===== config.mk =====
export PLATFORM = sky130hd
export DESIGN_NAME = dcache_read_ctrl_flat
export DESIGN_NICKNAME = d
export VERILOG_FILES = /design/src/rtl/dcache_read_ctrl_if.sv /design/src/rtl/dcache_read_ctrl.sv /design/src/flat_wrapper.sv
export SDC_FILE = /design/constraint.sdc
export NUM_CORES = 1
export LEC_CHECK = 0
export CORE_ASPECT_RATIO = 1.25
export CORE_MARGIN = 2
export CORE_UTILIZATION = 45
export CTS_BUF_LIST = sky130_fd_sc_hd__clkbuf_8 sky130_fd_sc_hd__clkbuf_16
export DETAILED_ROUTE_END_ITERATION = 8
export PLACE_DENSITY_LB_ADDON = 0.12
export SLEW_MARGIN = 5
export SYNTH_ARGS = -nofsm -noshare
export SYNTH_HDL_FRONTEND = slang
export SYNTH_SLANG_ARGS = --single-unit
export TNS_END_PERCENT = 20

===== constraint.sdc =====
create_clock -name clk -period 3.6 [get_ports clk]
set_input_delay 1.08 -clock clk [delete_from_list [all_inputs] [get_ports clk]]
set_output_delay 1.08 -clock clk [all_outputs]
set_load 0.01 [all_outputs]

===== src/rtl/dcache_read_ctrl_if.sv =====
// Bus bundle between the L1 read-path controller and its surroundings:
// core load port, memory word port, and the shared tag/data/valid arrays.
interface dcache_read_ctrl_if;
  logic [31:0]  core_addr;
  logic         core_req;
  logic         core_write;
  logic [2:0]   core_type;
  logic [31:0]  core_out;
  logic         core_wait;
  logic         D_req;
  logic [31:0]  D_addr;
  logic         D_write;
  logic [2:0]   D_type;
  logic [31:0]  D_out;
  logic         D_wait;
  logic [5:0]   index;
  logic         TA_read;
  logic         TA_write;
  logic [21:0]  TA_in;
  logic [21:0]  TA_out;
  logic         DA_read;
  logic [15:0]  DA_write;
  logic [127:0] DA_in;
  logic [127:0] DA_out;
  logic         valid_read;
  logic         valid_write;
  logic         valid_in;

  modport master (
    input  core_addr, core_req, core_write, core_type, D_out, D_wait,
           TA_out, DA_out, valid_in,
    output core_out, core_wait, D_req, D_addr, D_write, D_type, index,
           TA_read, TA_write, TA_in, DA_read, DA_write, DA_in,
           valid_read, valid_write
  );

  modport slave (
    output core_addr, core_req, core_write, core_type, D_out, D_wait,
           TA_out, DA_out, valid_in,
    input  core_out, core_wait, D_req, D_addr, D_write, D_type, index,
           TA_read, TA_write, TA_in, DA_read, DA_write, DA_in,
           valid_read, valid_write
  );
endinterface


===== src/rtl/dcache_read_ctrl.sv =====
// Read-path controller for a direct-mapped write-through L1 data cache
// (64 sets x 16-byte lines, 22-bit tag). Hits return from the arrays in
// two cycles; misses refill the whole line with four in-order word reads.
module dcache_read_ctrl (
  input logic clk,
  input logic rst,
  dcache_read_ctrl_if.master bus
);

  localparam logic [2:0] CACHE_BYTE    = 3'b000;
  localparam logic [2:0] CACHE_HWORD   = 3'b001;
  localparam logic [2:0] CACHE_WORD    = 3'b010;
  localparam logic [2:0] CACHE_BYTE_U  = 3'b100;
  localparam logic [2:0] CACHE_HWORD_U = 3'b101;

  typedef enum logic [2:0] {IDLE, CHECK, REFILL, FILL, DONE} state_t;

  state_t         state;
  logic [31:0]    addr_q;
  logic [2:0]     type_q;
  logic [1:0]     beat;
  logic [127:0]   line_q;
  logic [127:0]   line_nx;
  logic [31:0]    core_out_q;
  logic           wait_q;
  logic           d_req_q;
  logic [31:0]    d_addr_q;
  logic           ta_write_q;
  logic [21:0]    ta_in_q;
  logic           valid_write_q;
  logic [15:0]    da_write_q;
  logic [127:0]   da_in_q;
  logic           accept;
  logic           hit;

  // Pick the addressed word of a line, then size/extend it per load type.
  function automatic logic [31:0] extract(input logic [127:0] line,
                                          input logic [3:0]   off,
                                          input logic [2:0]   typ);
    logic [31:0] w;
    logic [7:0]  b;
    logic [15:0] h;
    case (off[3:2])
      2'd0:    w = line[127:96];
      2'd1:    w = line[95:64];
      2'd2:    w = line[63:32];
      default: w = line[31:0];
    endcase
    case (off[1:0])
      2'd0:    b = w[7:0];
      2'd1:    b = w[15:8];
      2'd2:    b = w[23:16];
      default: b = w[31:24];
    endcase
    h = off[1] ? w[31:16] : w[15:0];
    case (typ)
      CACHE_BYTE:    extract = {{24{b[7]}}, b};
      CACHE_BYTE_U:  extract = {24'd0, b};
      CACHE_HWORD:   extract = {{16{h[15]}}, h};
      CACHE_HWORD_U: extract = {16'd0, h};
      CACHE_WORD:    extract = w;
      default:       extract = 32'd0;
    endcase
  endfunction

  // Load accepted this cycle: the array reads must be issued now so their
  // one-cycle synchronous results are ready in CHECK.
  assign accept = (state == IDLE) && bus.core_req && !bus.core_write;
  assign hit    = bus.valid_in && (bus.TA_out == addr_q[31:10]);

  // Line buffer with the current memory beat merged into its word slot.
  always_comb begin
    line_nx = line_q;
    case (beat)
      2'd0:    line_nx[127:96] = bus.D_out;
      2'd1:    line_nx[95:64]  = bus.D_out;
      2'd2:    line_nx[63:32]  = bus.D_out;
      default: line_nx[31:0]   = bus.D_out;
    endcase
  end

  // Read-path FSM; every output except the accept-cycle strobes is registered.
  always_ff @(posedge clk or negedge rst) begin
    if (!rst) begin
      state         <= IDLE;
      addr_q        <= '0;
      type_q        <= '0;
      beat          <= '0;
      line_q        <= '0;
      core_out_q    <= '0;
      wait_q        <= 1'b0;
      d_req_q       <= 1'b0;
      d_addr_q      <= '0;
      ta_write_q    <= 1'b0;
      ta_in_q       <= '0;
      valid_write_q <= 1'b0;
      da_write_q    <= 16'hffff;
      da_in_q       <= '0;
    end else begin
      case (state)
        IDLE: begin
          if (accept) begin
            addr_q <= bus.core_addr;
            type_q <= bus.core_type;
            wait_q <= 1'b1;
            state  <= CHECK;
          end
        end
        CHECK: begin
          if (hit) begin
            core_out_q <= extract(bus.DA_out, addr_q[3:0], type_q);
            wait_q     <= 1'b0;
            state      <= DONE;
          end else begin
            beat     <= 2'd0;
            line_q   <= '0;
            d_req_q  <= 1'b1;
            d_addr_q <= {addr_q[31:4], 4'b0000};
            state    <= REFILL;
          end
        end
        REFILL: begin
          if (d_req_q && !bus.D_wait) begin
            line_q <= line_nx;
            if (beat == 2'd3) begin
              d_req_q       <= 1'b0;
              d_addr_q      <= '0;
              ta_write_q    <= 1'b1;
              ta_in_q       <= addr_q[31:10];
              valid_write_q <= 1'b1;
              da_write_q    <= 16'h0000;
              da_in_q       <= line_nx;
              state         <= FILL;
            end else begin
              beat     <= beat + 2'd1;
              d_addr_q <= {addr_q[31:4], beat + 2'd1, 2'b00};
            end
          end
        end
        FILL: begin
          core_out_q    <= extract(line_q, addr_q[3:0], type_q);
          wait_q        <= 1'b0;
          ta_write_q    <= 1'b0;
          ta_in_q       <= '0;
          valid_write_q <= 1'b0;
          da_write_q    <= 16'hffff;
          da_in_q       <= '0;
          state         <= DONE;
        end
        DONE: begin
          state <= IDLE;
        end
        default: begin
          state <= IDLE;
        end
      endcase
    end
  end

  assign bus.core_out    = core_out_q;
  assign bus.core_wait   = wait_q | accept;
  assign bus.D_req       = d_req_q;
  assign bus.D_addr      = d_addr_q;
  assign bus.D_write     = 1'b0;
  assign bus.D_type      = CACHE_WORD;
  assign bus.index       = (state == IDLE) ? (accept ? bus.core_addr[9:4] : 6'd0)
                                           : addr_q[9:4];
  assign bus.TA_read     = accept;
  assign bus.DA_read     = accept;
  assign bus.valid_read  = accept;
  assign bus.TA_write    = ta_write_q;
  assign bus.TA_in       = ta_in_q;
  assign bus.DA_write    = da_write_q;
  assign bus.DA_in       = da_in_q;
  assign bus.valid_write = valid_write_q;

endmodule


===== src/flat_wrapper.sv =====
// flat-port wrapper written by rule: the top's interface ports become plain ports
module dcache_read_ctrl_flat 
  (clk, rst, bus_core_addr, bus_core_req, bus_core_write, bus_core_type, bus_D_out, bus_D_wait, bus_TA_out, bus_DA_out, bus_valid_in, bus_core_out, bus_core_wait, bus_D_req, bus_D_addr, bus_D_write, bus_D_type, bus_index, bus_TA_read, bus_TA_write, bus_TA_in, bus_DA_read, bus_DA_write, bus_DA_in, bus_valid_read, bus_valid_write);
  dcache_read_ctrl_if bus_i ();
  input logic clk;
  input logic rst;
  input wire logic [$bits(bus_i.core_addr)-1:0] bus_core_addr;
  input wire logic [$bits(bus_i.core_req)-1:0] bus_core_req;
  input wire logic [$bits(bus_i.core_write)-1:0] bus_core_write;
  input wire logic [$bits(bus_i.core_type)-1:0] bus_core_type;
  input wire logic [$bits(bus_i.D_out)-1:0] bus_D_out;
  input wire logic [$bits(bus_i.D_wait)-1:0] bus_D_wait;
  input wire logic [$bits(bus_i.TA_out)-1:0] bus_TA_out;
  input wire logic [$bits(bus_i.DA_out)-1:0] bus_DA_out;
  input wire logic [$bits(bus_i.valid_in)-1:0] bus_valid_in;
  output wire logic [$bits(bus_i.core_out)-1:0] bus_core_out;
  output wire logic [$bits(bus_i.core_wait)-1:0] bus_core_wait;
  output wire logic [$bits(bus_i.D_req)-1:0] bus_D_req;
  output wire logic [$bits(bus_i.D_addr)-1:0] bus_D_addr;
  output wire logic [$bits(bus_i.D_write)-1:0] bus_D_write;
  output wire logic [$bits(bus_i.D_type)-1:0] bus_D_type;
  output wire logic [$bits(bus_i.index)-1:0] bus_index;
  output wire logic [$bits(bus_i.TA_read)-1:0] bus_TA_read;
  output wire logic [$bits(bus_i.TA_write)-1:0] bus_TA_write;
  output wire logic [$bits(bus_i.TA_in)-1:0] bus_TA_in;
  output wire logic [$bits(bus_i.DA_read)-1:0] bus_DA_read;
  output wire logic [$bits(bus_i.DA_write)-1:0] bus_DA_write;
  output wire logic [$bits(bus_i.DA_in)-1:0] bus_DA_in;
  output wire logic [$bits(bus_i.valid_read)-1:0] bus_valid_read;
  output wire logic [$bits(bus_i.valid_write)-1:0] bus_valid_write;
  assign bus_i.core_addr = bus_core_addr;
  assign bus_i.core_req = bus_core_req;
  assign bus_i.core_write = bus_core_write;
  assign bus_i.core_type = bus_core_type;
  assign bus_i.D_out = bus_D_out;
  assign bus_i.D_wait = bus_D_wait;
  assign bus_i.TA_out = bus_TA_out;
  assign bus_i.DA_out = bus_DA_out;
  assign bus_i.valid_in = bus_valid_in;
  assign bus_core_out = bus_i.core_out;
  assign bus_core_wait = bus_i.core_wait;
  assign bus_D_req = bus_i.D_req;
  assign bus_D_addr = bus_i.D_addr;
  assign bus_D_write = bus_i.D_write;
  assign bus_D_type = bus_i.D_type;
  assign bus_index = bus_i.index;
  assign bus_TA_read = bus_i.TA_read;
  assign bus_TA_write = bus_i.TA_write;
  assign bus_TA_in = bus_i.TA_in;
  assign bus_DA_read = bus_i.DA_read;
  assign bus_DA_write = bus_i.DA_write;
  assign bus_DA_in = bus_i.DA_in;
  assign bus_valid_read = bus_i.valid_read;
  assign bus_valid_write = bus_i.valid_write;
  dcache_read_ctrl u_core (.clk(clk), .rst(rst), .bus(bus_i));
endmodule

---- Yosys cells after proc, flatten, opt, wreduce, memory -nomap -nowiden ----
Cells that the tools add are included.
storage, ports and cells
  flip-flop bits (word level) ............. 401
  input port bits ......................... 223
operators by class
  add/subtract/negate cells ............... 1
  equal/unequal tests ..................... 21
  multiplexer cells ....................... 51
  bitwise operators ....................... 1
  reduce and logical (&&, ||, !) cells .... 24
operator list
  kind                                           number
  2-to-1 mux 128 bit                             4
  one-hot mux 128 bit (2 select lines)           2
  one-hot mux 32 bit (5 select lines)            2
  2-to-1 mux 32 bit                              8
  one-hot mux 32 bit (3 select lines)            2
  one-hot mux 32 bit (2 select lines)            2
  2-to-1 mux 16 bit                              4
  one-hot mux 8 bit (3 select lines)             2
  2-to-1 mux 22 bit                              2
  one-hot mux 22 bit (2 select lines)            1
  one-hot mux 16 bit (2 select lines)            1
  == test 22 bit                                 1
  2-to-1 mux 3 bit                               4
  2-to-1 mux 6 bit                               2
  one-hot mux 3 bit (4 select lines)             1
  AND reduction 3 bit                            4
  == test 3 x 2 -> 1 bit, second input constant  3
  == test 2 bit, second input constant           4
  != test 2 x 1 -> 1 bit, second input constant  4
  AND reduction 4 bit                            2
  2-to-1 mux 1 bit                               7
  == test 2 x 1 -> 1 bit, second input constant  3
  == test 3 x 1 -> 1 bit, second input constant  2
  == test 3 bit, second input constant           2
  other kinds (15)                               29

---- Depth between registers and ports, before layout ----
  word-level depth ........................ 6
  mapped depth ............................ 10
  gate-level depth less buffers ........... 6

---- Worst setup path after synthesis ----
OpenSTA, ideal clock, no wires.
  path kind ............................... in2out
  start point ............................. input bus_core_write
  end point ............................... output bus_TA_read
  arrival ................................. 2.021 ns
  data required time ...................... 2.520 ns
  setup slack ............................. 0.499 ns
  cell stages on the path ................. 5
  path buffers ............................ 3
  cell sequence ........................... or3b_1 -> clkbuf_1 -> inv_2 -> buf_2 -> buf_4
on the way
  cells in the longest elaborated chain, start to end .. 2
RTL lines
  item               line                    text
  from (decl)        flat_wrapper.sv:9       input wire logic [$bits(bus_i.core_write)-1:0] bus_core_write;
  logical NOT 1 bit  dcache_read_ctrl.sv:68  assign accept = (state == IDLE) && bus.core_req && !bus.core_write;
  logical AND 1 bit  dcache_read_ctrl.sv:68
  to (decl)          flat_wrapper.sv:23      output wire logic [$bits(bus_i.TA_read)-1:0] bus_TA_read;
Every way passes these cells.

---- Worst setup path after layout ----
  start point ............................. input bus_core_req
  end point ............................... output bus_TA_read
on the way
  cells in the longest elaborated chain, start to end .. 2
RTL lines
  item                             line                    text
  from (decl)                      flat_wrapper.sv:8       input wire logic [$bits(bus_i.core_req)-1:0] bus_core_req;
  logical AND 1 bit (2 in series)  dcache_read_ctrl.sv:68
Every way passes these cells.

==> results by group <==
Floorplanning
  – Floorplan die height: 235.5 µm
  – Placeable core region: 42250 µm²
  – Site row count: 84
  – Horiz. Die Dim: 189.2 µm
  – Die area: 44570 µm²
  – Boundary Pins: 470
  – Initial standard-cell utilization of the core: 45.67%

Cells and area
  – Nets: 2489
  – Commonest non-fill, non-tap cell in the layout: nand2_1
  – Share of post-route cells with drive strength above 1: 10.17%
  – Filler Cells Inserted: 3525
  – Ant diodes: 0
  – Finished layout cell area: 25670 µm²
  – Fin util: 60.75%
  – Layout overhead on the synthesized area: 33.01%
  – Top library cells by usage in the layout, fill and taps aside: nand2_1 (526), clkdlybuf4s50_1 (452), dfrtp_1 (381), mux2i_1 (127), o21ai_0 (125)

Route
  – Number of nets still failing antenna checks after routing: 0
  – Number of vias per cell after detailed routing: 5.741
  – Total wire length: 68.63 mm
  – Total via count after detailed routing: 16370
  – DRC violations left: 0
  – Drt first-iter violations: 1145
  – Router iterations before antenna repair: 6
  – Post-detailed-route wirelength per cell: 24.07 µm

Hold path
  – Worst min path class: reg2reg
  – Cells on Worst Hold Path: 2
  – Origin of the worst min-delay path: u_core.bus.DA_in[113]$_DFFE_PN0P_
  – Endpoint of the worst hold path: u_core.bus.DA_in[113]$_DFFE_PN0P_

STA
  – Fin. Hold Viols: 0
  – Total count of max-transition violations in the final report: 0
  – Final critical delay including setup and external delays: 3.577 ns
  – Unrepaired setup endpoints after global routing: yes
  – Final worst hold slack: 0.4762 ns
  – Worst Max-Slew Pin Slew: 0.9118 ns
  – Relative slew margins: 39.21%
  – Final setup violation count: 0
  – Final Cycle Share: 99.37%
  – Maximum clock skew at final layout: 0.02471 ns
  – Maximum clock frequency: 0.2795 GHz
  – Final worst-path setup slack: 0.02274 ns

Synthesis
  – Fraction of the yosys area taken by sequential cells: 49.80%
  – Gate count of the mapped netlist: 1900
  – Mean instance size in the synthesized netlist: 10.16 µm²
  – Warnings, synthesis: 0
  – Library cell with the largest summed area after synthesis: dfrtp_1
  – Cell types with the largest area share after synthesis: dfrtp_1 (50%), nand2_1 (10%), mux4_2 (7.0%)
  – Summed instance area of the synthesized netlist: 19300 µm²
  – Count of flip-flops with a built-in enable after synthesis: 0
  – Prevailing post-synth register cell: dfrtp_1
  – Unique cell type count in the Yosys netlist: 59
  – Async set-reset flop share out of synthesis: 100.0%
  – Flip-flop and latch count after synthesis: 384
  – Post-synth top area share: 49.67%

Clocking
  – Count of clock tree sinks: 384
  – CTS H-tree depth: 2
  – Clock-pin slew on the worst setup and hold paths: 0.06 ns
  – Post-CTS Hold Buffers: 0
  – CTS tree: yes
  – CTS Buf Count: 41
  – Root buf cell: clkbuf_16
  – Number of buffers on the longest clock path: 3
  – Skew-Pair Late Insertion Delay: 0.56 ns

Critical path
  – Reg-to-reg endpoint: u_core.bus.core_out[22]$_DFFE_PN0P_
  – R2r worst-path depth: 7
  – Delay of the slowest cell on the worst path: 0.47 ns
  – Worst path cell trace: clkdlybuf4s50_1 > or3b_4 > inv_6 > buf_12 > dlygate4sd2_1
  – Reg2reg start: u_core.addr_q[1]$_DFFE_PN0P_
  – Max Fanout on Critical Path: 8
  – Kind of start point of the critical path: primary input
  – Worst setup path class: in2out
  – Master of the slowest instance on the critical path: clkdlybuf4s50_1
  – Critical path capture point type: output pin
  – Data arrival at the endpoint of the critical path: 2.50 ns
  – Data required, critical path: 2.52 ns
  – Reg-to-reg setup timing slack: 0.71 ns

Pwr
  – Cell leakage power: 11.08 nW
  – Pwr dens: 860.4 nW/µm²
  – IR Drop Worst-Case VDD: 0.5052 mV

Global routing
  – Total congestion overflow: 0
  – Number of global-route vias before repair: 16430
  – First-pass GRT wire length: 104.8 mm
  – Total global-route track usage: 30.47%
  – Largest net degree at the start of global routing: 77
  – Number of antenna violations at the first check in global routing: 2

Run
  – Max-capacitance violation count: 0

Place
  – Buffers added on ports: 463
  – Placed wire-length estimate: 48.02 mm
  – Post-place setup slack: -0.3218 ns
  – Cell Area, Placed: 24350 µm²
  – Final Wtd Congestion: 0.8760

Status
  – Run status: completed
-- power breakdown --
group | leakage, nW | internal, mW | total [mW] | switching (mW)
logic | 5.29 | 5.00 | 10.3 | 5.27
clock network | 0.710 | 2.38 | 4.14 | 1.76
registers | 5.08 | 6.10 | 7.67 | 1.58
total | 11.1 | 13.5 | 22.1 | 8.61
-- worst max path at each step --
stage	from	endpoint	slack, ns	cells past startpoint
3_5_place_dp	bus_core_req	bus_DA_read	-0.32	5
2_1_floorplan	bus_core_write	bus_TA_read	0.50	5
3_3_place_gp	bus_core_req	bus_TA_read	-0.31	5
4_1_cts	bus_core_req	bus_index[1]	-0.001	6
6_report	bus_core_req	bus_TA_read	0.02	5
5_1_grt	bus_core_req	bus_TA_read	-0.02	5
-- worst max-delay path: cells and delay by family --
| kind | cells | cell delay, ns |
|---|---|---|
| buffers and inverters | 4 | 0.97 |
| and+or+nand+nor | 1 | 0.43 |
-- cell type report --
type / instances / area [µm²] / share of cell area [%]
Timing Repair Buffer: 531 / 5280 / 20.57
Clock buffer: 51 / 1175 / 4.577
Clock inverter: 22 / 147.6 / 0.5752
Multi-Input combinational cell: 1265 / 8592 / 33.47
Tap cell: 559 / 699.4 / 2.725
Sequential cell: 384 / 9618 / 37.47
Inverter: 38 / 147.6 / 0.5752
Timing Repair inverter: 1 / 7.507 / 0.02925
-- synthesized netlist by cell type (2+ instances only) --
cell	count
mux2_2	6
a221oi_1	2
o22ai_2	2
or3_1	3
mux2_4	4
dfrtp_1	383
nor3_2	3
buf_2	25
inv_1	37
nand2b_1	10
a22oi_1	34
mux4_2	60
nand4_1	5
nand2_1	526
nor2b_1	5
nor4_2	3
nand3_1	8
a22o_1	72
buf_6	8
nor2_1	17
a21o_1	3
xnor2_1	22
and3_1	5
o21ai_1	21
and2_1	4
o31ai_1	96
o21ai_0	125
clkbuf_1	143
o211ai_1	38
a32o_1	25
buf_4	26
mux2i_1	127
ha_1	4
nor3_1	4
conb_1	2
buf_1	14
a21oi_1	6
-- sequential cells by signal (all words and copies together) (netlist names), 2 cells and up --
signal and flops:
u_core.type_q 3, u_core.bus.DA_in 128, u_core.beat 2, u_core.bus.TA_in 22
u_core.state 3, u_core.line_q 128, u_core.addr_q 32, u_core.bus.D_addr 30
u_core.bus.core_out 32
-- routing by layer --
metal  global-route usage [%]  share of wire (%)
met5                        0              0.041
met4                    10.15                3.3
met3                    5.337                6.9
met2                    48.00                 47
met1                    42.79                 43
-- kinds of logic after synthesis --
family | after synthesis | share of synthesized area, %
and+or+nand+nor | 602 | 12.83
AOI/OAI and AO/OA | 434 | 15.82
DFF | 384 | 49.80
buffers and inverters | 255 | 5.997
muxes | 197 | 14.25
xor gates and xnor gates | 22 | 0.9985
adders and majority gates | 4 | 0.2594
other | 2 | 0.03892
-- per-stage QoR --
stage | total power, mW | std cells | TNS [ns]
final | 22.08 | 2851 | 0
after global routing | 23.31 | 2851 | -0.06241
after CTS | 22.16 | 2850 | -0.002322
after detailed placement | 17.96 | 2775 | -2.891
after global placement | 17.78 | 2775 | -2.787
after floorplan | 13.02 | 1904 | 0
-- what timing repair did --
| item | 4_1_cts | 5_1_grt |
|---|---|---|
| setup buffers | 1 | 1 |
| hold endpoints to repair | 0 | 0 |
| resized for setup | 13 | 14 |
| setup endpoints to repair | 10 | 10 |
| cloned | 1 | 0 |
Power figures use the tool's default switching activity.
